$ cat config.mk
export PLATFORM = sky130hd
export DESIGN_NAME = arb_hs_sink
export DESIGN_NICKNAME = d
export VERILOG_FILES = /design/src/rtl/arb_hs_sink.sv
export SDC_FILE = /design/constraint.sdc
export NUM_CORES = 1
export LEC_CHECK = 0
export BUFFER_PORTS_ARGS = -buffer_cell sky130_fd_sc_hd__buf_4
export CAP_MARGIN = 20
export CORE_UTILIZATION = 48
export DETAILED_ROUTE_END_ITERATION = 16
export PLACE_DENSITY = 0.76
export SYNTH_ARGS = -nofsm -noshare
export SYNTH_HDL_FRONTEND = slang
export SYNTH_SLANG_ARGS = --single-unit
$ cat constraint.sdc
create_clock -name clk -period 2 [get_ports clk]
set_input_delay 0.3 -clock clk [delete_from_list [all_inputs] [get_ports clk]]
set_output_delay 0.3 -clock clk [all_outputs]
set_load 0.05 [all_outputs]
$ cat src/rtl/arb_hs_sink.sv
// ---------------------------------------------------------------------------
// arb_hs_sink
//
// Synchronous consumer for the 2-input asynchronous arbiter. It closes the
// arbiter's 4-phase req/ack handshake in the clk domain, records the
// arbiter's select bit for every grant, and queues the grants in a small
// first-word-fall-through FIFO that is read through a valid/ready stream.
// While the FIFO is full the acknowledge is withheld, which stalls the
// arbiter until space frees up.
//
// Ports:
//   clk         system clock, all state changes on its rising edge
//   rst         synchronous reset, active-high
//   req_in      asynchronous request from the arbiter
//   sel_in      arbiter select bit, bundled with req_in (stable while high)
//   ack_out     registered acknowledge back to the arbiter
//   out_valid   FIFO head holds a grant
//   out_ready   consumer accepts the head entry
//   out_sel     channel index at the FIFO head (0 when empty)
//   fifo_level  number of queued grants, 0..FIFO_DEPTH
//   grant_cnt0  grants pushed for channel 0 (only with GRANT_CNT_EN)
//   grant_cnt1  grants pushed for channel 1 (only with GRANT_CNT_EN)
//
// Build option:
//   GRANT_CNT_EN  when defined, adds the per-channel grant counters and
//                 their output ports. Without it the block is otherwise
//                 identical.
// ---------------------------------------------------------------------------
module arb_hs_sink #(
   parameter int SYNC_STAGES = 2,
   parameter int FIFO_DEPTH  = 4,
   parameter int CNT_W       = 16
) (
   input  logic                          clk,
   input  logic                          rst,
   input  logic                          req_in,
   input  logic                          sel_in,
   output logic                          ack_out,
   output logic                          out_valid,
   input  logic                          out_ready,
   output logic                          out_sel,
   output logic [$clog2(FIFO_DEPTH):0]   fifo_level
`ifdef GRANT_CNT_EN
   ,output logic [CNT_W-1:0]             grant_cnt0
   ,output logic [CNT_W-1:0]             grant_cnt1
`endif
);

   localparam int PW = $clog2(FIFO_DEPTH);
   localparam int LW = PW + 1;

   localparam logic [1:0] IDLE    = 2'd0;
   localparam logic [1:0] CAPTURE = 2'd1;
   localparam logic [1:0] ACK     = 2'd2;

   logic [SYNC_STAGES-1:0] reqSync_q;
   logic                   reqS;

   logic [1:0]             state_q;
   logic [1:0]             state_d;
   logic                   ack_q;

   logic                   mem_q [FIFO_DEPTH];
   logic [PW-1:0]          wrPtr_q;
   logic [PW-1:0]          rdPtr_q;
   logic [LW-1:0]          level_q;

   logic                   push;
   logic                   pop;
   logic                   fifoFull;

   // The arbiter's request is asynchronous to clk, so it goes through a
   // plain flop chain before the FSM looks at it. sel_in skips this chain
   // on purpose: it is guaranteed stable for as long as req_in is high,
   // and by the time the synchronized request reaches the FSM it is
   // long settled.
   always_ff @(posedge clk) begin
      if (rst) begin
         reqSync_q <= '0;
      end else begin
         reqSync_q <= {reqSync_q[SYNC_STAGES-2:0], req_in};
      end
   end

   assign reqS = reqSync_q[SYNC_STAGES-1];

   // Fullness is judged on the level at the start of the cycle, so a pop
   // in the same cycle cannot make room for a push until the next edge.
   assign fifoFull  = (level_q == LW'(FIFO_DEPTH));
   assign out_valid = (level_q != '0);
   assign pop       = out_valid && out_ready;

   // Handshake FSM. CAPTURE is the only state that pushes, and it leaves
   // as soon as it has pushed, so each 4-phase cycle enqueues exactly one
   // grant. If the FIFO is full it simply parks in CAPTURE, which keeps
   // ack low and holds the arbiter off.
   always_comb begin
      state_d = state_q;
      push    = 1'b0;
      case (state_q)
         IDLE: begin
            if (reqS) begin
               state_d = CAPTURE;
            end
         end
         CAPTURE: begin
            if (!fifoFull) begin
               push    = 1'b1;
               state_d = ACK;
            end
         end
         ACK: begin
            if (!reqS) begin
               state_d = IDLE;
            end
         end
         default: begin
            state_d = IDLE;
         end
      endcase
   end

   // ack is registered off the next state so that it changes in the same
   // cycle the FSM enters or leaves ACK, with no combinational path from
   // the FSM decode to the arbiter.
   always_ff @(posedge clk) begin
      if (rst) begin
         state_q <= IDLE;
         ack_q   <= 1'b0;
      end else begin
         state_q <= state_d;
         ack_q   <= (state_d == ACK);
      end
   end

   assign ack_out = ack_q;

   // Storage array for the grant FIFO. The entries need no reset because
   // nothing reads them unless the level says they hold data.
   always_ff @(posedge clk) begin
      if (push) begin
         mem_q[wrPtr_q] <= sel_in;
      end
   end

   // Pointer and occupancy bookkeeping. Depth is a power of two, so the
   // pointers wrap naturally; the level carries one extra bit so it can
   // represent a completely full FIFO.
   always_ff @(posedge clk) begin
      if (rst) begin
         wrPtr_q <= '0;
         rdPtr_q <= '0;
         level_q <= '0;
      end else begin
         if (push) begin
            wrPtr_q <= wrPtr_q + PW'(1);
         end
         if (pop) begin
            rdPtr_q <= rdPtr_q + PW'(1);
         end
         case ({push, pop})
            2'b10:   level_q <= level_q + LW'(1);
            2'b01:   level_q <= level_q - LW'(1);
            default: level_q <= level_q;
         endcase
      end
   end

   assign out_sel    = out_valid ? mem_q[rdPtr_q] : 1'b0;
   assign fifo_level = level_q;

`ifdef GRANT_CNT_EN
   logic [CNT_W-1:0] grantCnt0_q;
   logic [CNT_W-1:0] grantCnt1_q;

   // Per-channel grant statistics, bumped on every push and allowed to
   // wrap freely.
   always_ff @(posedge clk) begin
      if (rst) begin
         grantCnt0_q <= '0;
         grantCnt1_q <= '0;
      end else if (push) begin
         if (sel_in) begin
            grantCnt1_q <= grantCnt1_q + CNT_W'(1);
         end else begin
            grantCnt0_q <= grantCnt0_q + CNT_W'(1);
         end
      end
   end

   assign grant_cnt0 = grantCnt0_q;
   assign grant_cnt1 = grantCnt1_q;
`endif

endmodule

==> run_results.csv, run 1 <==
group,metric,value,unit
sta,maxSlewViolCount,0,
floorplan,die_w,42.7,µm
final_layout,n_antenna_cell,0,
logic_synthesis,synth_area_per_cell,11.4,µm²
worst_setup_path,ff2ff_path_depth,9,
final_layout,fill_cells,125,
placement,gp_congestion,0.681,
routing,ant_nets,0,
worst_setup_path,regToRegEndpoint,"fifo_level[2]$_SDFFE_PP0P_",
final_layout,area_growth,23.7,%
final_layout,multi_input_area,390,µm²
clocking,postCtsHoldBufs,0,
sta,rsz0062_at_grt,"true",
worst_setup_path,end_kind,"register",
routing,routed_via_density,5.08,
logic_synthesis,yosys_warnings,0,
worst_setup_path,reg2reg_from,"fifo_level[0]$_SDFFE_PP0P_",
routing,wl_met2,590,µm
routing,top_layer,"met4",
routing,met1_length,527,µm
worst_setup_path,slowest_delay,0.38,ns
floorplan,boundaryPins,11,
routing,avgRoutedWirePerCell,11.7,µm
final_layout,drive_gt1_frac,0.398,
logic_synthesis,synth_nets,81,
logic_synthesis,synth_cell_types,26,
sta,holdWs,0.206,ns
routing,drt_iter0_markers,1,
final_layout,regArea,409,µm²
sta,fmax,514,MHz
placement,dpl.cell_count,96,
worst_setup_path,arrival,2.17,ns
clocking,cts_num_sinks,18,
worst_setup_path,crit_chain,"nor3b_4 -> nor3b_4 -> inv_2 -> ha_4 -> inv_2 -> fa_2 -> xor2_1 -> or3_1 -> a21oi_2",
routing,wl_met3,62,µm
routing,drc_errors,0,
sta,fin_skew,0.00552,ns
worst_setup_path,crit_path_max_fanout,5,
floorplan,initial_core_util,0.522,
floorplan,die_y,42.7,µm
worst_setup_path,required,2.22,ns
routing,drt_pre_antenna_iters,4,
worst_setup_path,ff2ff_setup_slack,0.05,ns
clocking,cts_tree,"done",
power,vdd_ir_drop_max,443,µV
logic_synthesis,ys_ff_latch,18,
clocking,insertion_delay,0.29,ns
sta,fin_tns_setup,0,ns
logic_synthesis,async_flop_share,0,
run_status,status,"finished clean",
worst_setup_path,startpoint,"fifo_level[0]$_SDFFE_PP0P_",
routing,num_vias,528,
sta,worst_pin_slew,0.376,ns
power,p_per_area,857,nW/µm²
clocking,path_clk_slew,0.10,ns
placement,port_buffers,10,
grt,track_usage,0.156,
grt,antenna_found_initial,0,
sta,finalSetupViolCount,0,
clocking,cts_buffers,3,
worst_setup_path,critPathSlowestCell,"dfxtp_4",
floorplan,die_area,1820,µm²
sta,hold_viol_final,0,
clocking,clockBufferDepth,2,
worst_setup_path,cp-start-kind,"register",
grt,grt_pass1_wl,2.08,mm
logic_synthesis,synth_top_flop_cell,"dfxtp_1",
flow_run,cap_violations,0,
floorplan,rows,14,
grt,overflow,0,
final_layout,mostFrequentLayoutCells,"buf_4 (15), dfxtp_1 (11), nor2_1 (8), inv_1 (5)",
logic_synthesis,synthCells,70,
sta,period_minus_slack,1.95,ns
clocking,clock-root-buffer,"clkbuf_4",
worst_setup_path,endpoint,"fifo_level[2]$_SDFFE_PP0P_",
logic_synthesis,synth_edf_count,4,
sta,period_share,0.974,
power,power.leakage,0.000397,µW
logic_synthesis,mappedNetlistArea,796,µm²
worst_setup_path,critical_path_class,"register to register",
final_layout,layout.nets,100,
clocking,cts_max_level,1,
worst_hold_path,hold_class,"primary input to register",
routing,wl,1.21,mm
floorplan,coreArea,1520,µm²
sta,slew_headroom,0.746,
final_layout,final_cells,104,
logic_synthesis,ys_seq_area_frac,0.503,
grt,grt_max_degree,16,
final_layout,finish.utilization,0.646,
final_layout,mostFrequentLayoutCell,"buf_4",
grt,grt_pass1_vias,537,
==> layer usage <==
metal / vias up / track usage
li1: 269 / -
met1: 245 / 0.167
met2: 9 / 0.273
met3: 5 / 0.0766
met4: 0 / 0.0375
met5: - / 0
==> cells in the mapped netlist, types with 2 or more instances <==
cell type	count	share of area
edfxtp_1	4	0.15
inv_1	6	0.028
nor2b_1	2	0.016
nand2b_1	2	0.016
ha_1	5	0.079
and2_2	4	0.038
nor2_1	8	0.038
dfxtp_1	14	0.35
xor2_1	4	0.044
mux2i_1	2	0.025
a21oi_1	4	0.025
==> power breakdown <==
part	total, µW	leakage (µW)	internal [µW]	switching (µW)
Combinational	244	0.000230	99.5	144
Sequential	422	0.000152	397	24.9
Clock	178	0.0000154	72.6	105
Total	844	0.000397	569	274
==> through the flow <==
step                worst slack [ns]  area (µm²)  power, µW
floorplan                    0.00709         823        599
global placement              0.0879         922        655
detailed placement            0.0653         922        660
CTS                           0.0248         948        837
global route                 -0.0333         985        893
finish                        0.0526         985        844
==> repair_timing <==
action | CTS | global route
gates resized for setup | 0 | 3
setup endpoints to repair | 0 | 1
setup buffers | 0 | 4
==> cell families after synthesis <==
group	share of synthesized area
flip-flops	0.503
AO/OA/AOI/OAI	0.0519
AND/OR/NAND/NOR	0.187
adder cells (fa/ha/maj)	0.104
XOR/XNOR	0.0440
multiplexers	0.0723
buffers and inverters	0.0377
==> how the worst min path moves through the flow <==
stage | startpoint | endpoint | depth (start not counted) | slack [ns]
6_report | sel_in | mem_q[1]$_DFFE_PP_ | 1 | 0.21
5_1_grt | sel_in | mem_q[1]$_DFFE_PP_ | 1 | 0.19
4_1_cts | sel_in | mem_q[1]$_DFFE_PP_ | 1 | 0.20
3_5_place_dp | reqSync_q[0]$_SDFF_PP0_ | reqSync_q[1]$_SDFF_PP0_ | 1 | 0.44
3_3_place_gp | reqSync_q[0]$_SDFF_PP0_ | reqSync_q[1]$_SDFF_PP0_ | 1 | 0.42
2_1_floorplan | rst | reqSync_q[1]$_SDFF_PP0_ | 1 | 0.37
==> layout make-up <==
class / count / share of cell area
repair buffers: 15 / 0.114
inverters: 7 / 0.0267
well taps: 16 / 0.0203
clock inverters: 1 / 0.00381
clock buffers: 3 / 0.0229
multi-input cells: 44 / 0.396
flip-flops and latches: 18 / 0.416
==> critical path: cells and delay by family (launching register included) <==
| family | cells | cell delay (ns) |
|---|---|---|
| compound gates | 1 | 0.12 |
| xor+xnor | 1 | 0.15 |
| fa+ha+maj | 2 | 0.46 |
| buf+inv | 2 | 0.12 |
| flops | 1 | 0.38 |
| simple gates | 3 | 0.66 |
Power figures use the tool's default switching activity.
==> run 2: changes to the inputs <==
--- a/config.mk
+++ b/config.mk
@@ -7,9 +7,9 @@
 export LEC_CHECK = 0
 export BUFFER_PORTS_ARGS = -buffer_cell sky130_fd_sc_hd__buf_4
 export CAP_MARGIN = 20
-export CORE_UTILIZATION = 48
+export CORE_UTILIZATION = 53
 export DETAILED_ROUTE_END_ITERATION = 16
-export PLACE_DENSITY = 0.76
+export PLACE_DENSITY = 0.79
 export SYNTH_ARGS = -nofsm -noshare
 export SYNTH_HDL_FRONTEND = slang
 export SYNTH_SLANG_ARGS = --single-unit
==> constraint.sdc (replaced) <==
create_clock -name clk -period 1.9 [get_ports clk]
set_input_delay 0.285 -clock clk [delete_from_list [all_inputs] [get_ports clk]]
set_output_delay 0.285 -clock clk [all_outputs]
set_load 0.05 [all_outputs]
==> run_results.csv, run 2 (synthesis gave the netlist of run 1 again) <==
group,metric,value,unit
routing,ant_nets,0,
final_layout,finish.utilization,0.785,
routing,wl,1.46,mm
floorplan,die_y,40.8,µm
floorplan,die_w,40.8,µm
worst_hold_path,hp-start,"sel_in",
worst_hold_path,hold_depth,1,
grt,grt_max_degree,16,
final_layout,fill_cells,87,
routing,avgRoutedWirePerCell,13.3,µm
flow_run,cap_violations,0,
placement,gp_congestion,0.698,
run_status,violations,"setup timing",
grt,track_usage,0.221,
final_layout,mostFrequentLayoutCells,"buf_4 (20), dfxtp_1 (11), nor2_1 (8), inv_1 (5)",
grt,grt_pass1_wl,2.24,mm
power,p_per_area,927,nW/µm²
power,power.leakage,0.000437,µW
worst_setup_path,ff2ff_setup_slack,-0.08,ns
worst_hold_path,hold_class,"primary input to register",
sta,slew_headroom,0.743,
clocking,cts_num_sinks,18,
worst_setup_path,slowest_delay,0.37,ns
final_layout,postLayoutCellArea,1060,µm²
routing,routed_via_density,5.25,
grt,grt_pass1_vias,528,
worst_setup_path,crit_chain,"nor3b_4 -> nor3b_4 -> inv_2 -> ha_4 -> inv_2 -> fa_2 -> xor2_1 -> or3_4 -> a21oi_2",
final_layout,final_cells,109,
floorplan,die_area,1660,µm²
grt,overflow,0,
worst_setup_path,ff2ff_path_depth,9,
clocking,cts_buffers,3,
worst_setup_path,critPathSlowestCell,"dfxtp_4",
sta,finalSetupViolCount,1,
worst_setup_path,cp-start-kind,"register",
sta,rsz0062_at_grt,"true",
power,p_total,983,µW
floorplan,coreArea,1350,µm²
final_layout,drive_gt1_frac,0.468,
sta,maxSlewViolCount,0,
clocking,cts_max_level,1,
final_layout,n_antenna_cell,0,
placement,dp_hpwl,1.04,mm
sta,worst_pin_slew,0.380,ns
worst_setup_path,critical_path_class,"register to register",
floorplan,rows,13,
sta,period_share,1.04,
routing,drt_pre_antenna_iters,5,
worst_setup_path,end_kind,"register",
sta,fin_skew,0.00395,ns
placement,port_buffers,10,
worst_hold_path,holdPathEnd,"mem_q[0]$_DFFE_PP_",
sta,holdWs,0.192,ns
placement,dpl_cell_area,978,µm²
routing,drt_iter0_markers,12,
routing,drc_errors,0,
power,vdd_ir_drop_max,727,µV
worst_setup_path,reg2reg_from,"fifo_level[1]$_SDFFE_PP0P_",
placement,dpl.cell_count,102,
final_layout,mostFrequentLayoutCell,"buf_4",
worst_setup_path,cp_num_buf_inv,2,
routing,num_vias,572,
clocking,path_clk_slew,0.10,ns
final_layout,area_growth,33.2,%
worst_setup_path,arrival,2.21,ns
worst_setup_path,regToRegEndpoint,"fifo_level[2]$_SDFFE_PP0P_",
sta,fin_ws,-0.0834,ns
sta,fmax,504,MHz
sta,hold_viol_final,0,
floorplan,boundaryPins,11,
worst_setup_path,startpoint,"fifo_level[1]$_SDFFE_PP0P_",
clocking,clockBufferDepth,2,
clocking,clock-root-buffer,"clkbuf_4",
clocking,insertion_delay,0.29,ns
clocking,postCtsHoldBufs,0,
grt,antenna_found_initial,0,
sta,period_minus_slack,1.98,ns
final_layout,layout.nets,106,
worst_setup_path,crit_path_max_fanout,3,
clocking,cts_tree,"done",
worst_setup_path,crit_family,"simple AND/OR/NAND/NOR gates",
worst_setup_path,required,2.13,ns
run_status,status,"finished with violations",
floorplan,initial_core_util,0.589,
[run 2: cell count changes in the layout (fill, tap and decap cells not counted)]
cell,delta
and2_1,-1
and2_4,+1
buf_4,+5
buf_8,+1
clkbuf_8,+1
clkinv_1,-1
dfxtp_2,-1
dfxtp_4,+1
or3_1,-1
or3_2,-1
or3_4,+2
[run 2: metal layers]
| metal | vias to the layer above | track usage | part of all wire |
|---|---|---|---|
| met4 | 0 | 0.117 | 0 |
| met2 | 14 | 0.365 | 0.53 |
| met5 | - | 0 | 0 |
| met3 | 0 | 0.0870 | 0.036 |
| met1 | 277 | 0.241 | 0.44 |
| li1 | 281 | - | - |
[run 2: metrics by stage]
step / TNS (ns) / setup slack (ns)
2_1_floorplan: -0.0802 / -0.0802
3_3_place_gp: 0 / 0.0529
3_5_place_dp: -0.0219 / -0.0219
4_1_cts: -0.0952 / -0.0952
5_1_grt: -0.200 / -0.141
6_report: -0.0834 / -0.0834
[run 2: worst register-to-register path, cell delays in order (launching register included)]
cell     delay, ns
dfxtp_4       0.37
nor3b_4       0.25
nor3b_4       0.08
inv_2         0.09
ha_4          0.14
inv_2         0.04
fa_2          0.32
xor2_1        0.16
or3_4         0.34
a21oi_2       0.13
[run 2: repair_timing]
item                       4_1_cts  5_1_grt
hold endpoints to repair         0        0
gates resized for setup          6        1
setup endpoints to repair        2        2
pin swaps                        2        1
buffers inserted                 2        1
gates cloned                     0        0
[run 2: how the worst max path moves through the flow]
stage                                 end  slack (ns)  cells past startpoint
6_report       fifo_level[2]$_SDFFE_PP0P_       -0.08                      9
3_5_place_dp   fifo_level[2]$_SDFFE_PP0P_       -0.02                      9
5_1_grt        fifo_level[2]$_SDFFE_PP0P_       -0.14                      9
3_3_place_gp   fifo_level[2]$_SDFFE_PP0P_        0.05                      9
4_1_cts        fifo_level[2]$_SDFFE_PP0P_        -0.1                      9
2_1_floorplan  fifo_level[2]$_SDFFE_PP0P_       -0.08                      9
[run 2: area by class of cell]
| class | instances | area (µm²) | area share |
|---|---|---|---|
| Clock buffer | 4 | 36.3 | 0.0342 |
| Inverter | 7 | 26.3 | 0.0248 |
| Multi-Input combinational cell | 44 | 402 | 0.379 |
| Sequential cell | 18 | 412 | 0.388 |
| Tap cell | 15 | 18.8 | 0.0177 |
| Timing Repair Buffer | 21 | 165 | 0.156 |
[run 2: where the power goes]
group | leakage (µW) | switching (µW) | internal, µW
Sequential | 0.000152 | 22.0 | 418
Combinational | 0.000264 | 171 | 139
Clock | 0.0000210 | 117 | 117
Total | 0.000437 | 310 | 673
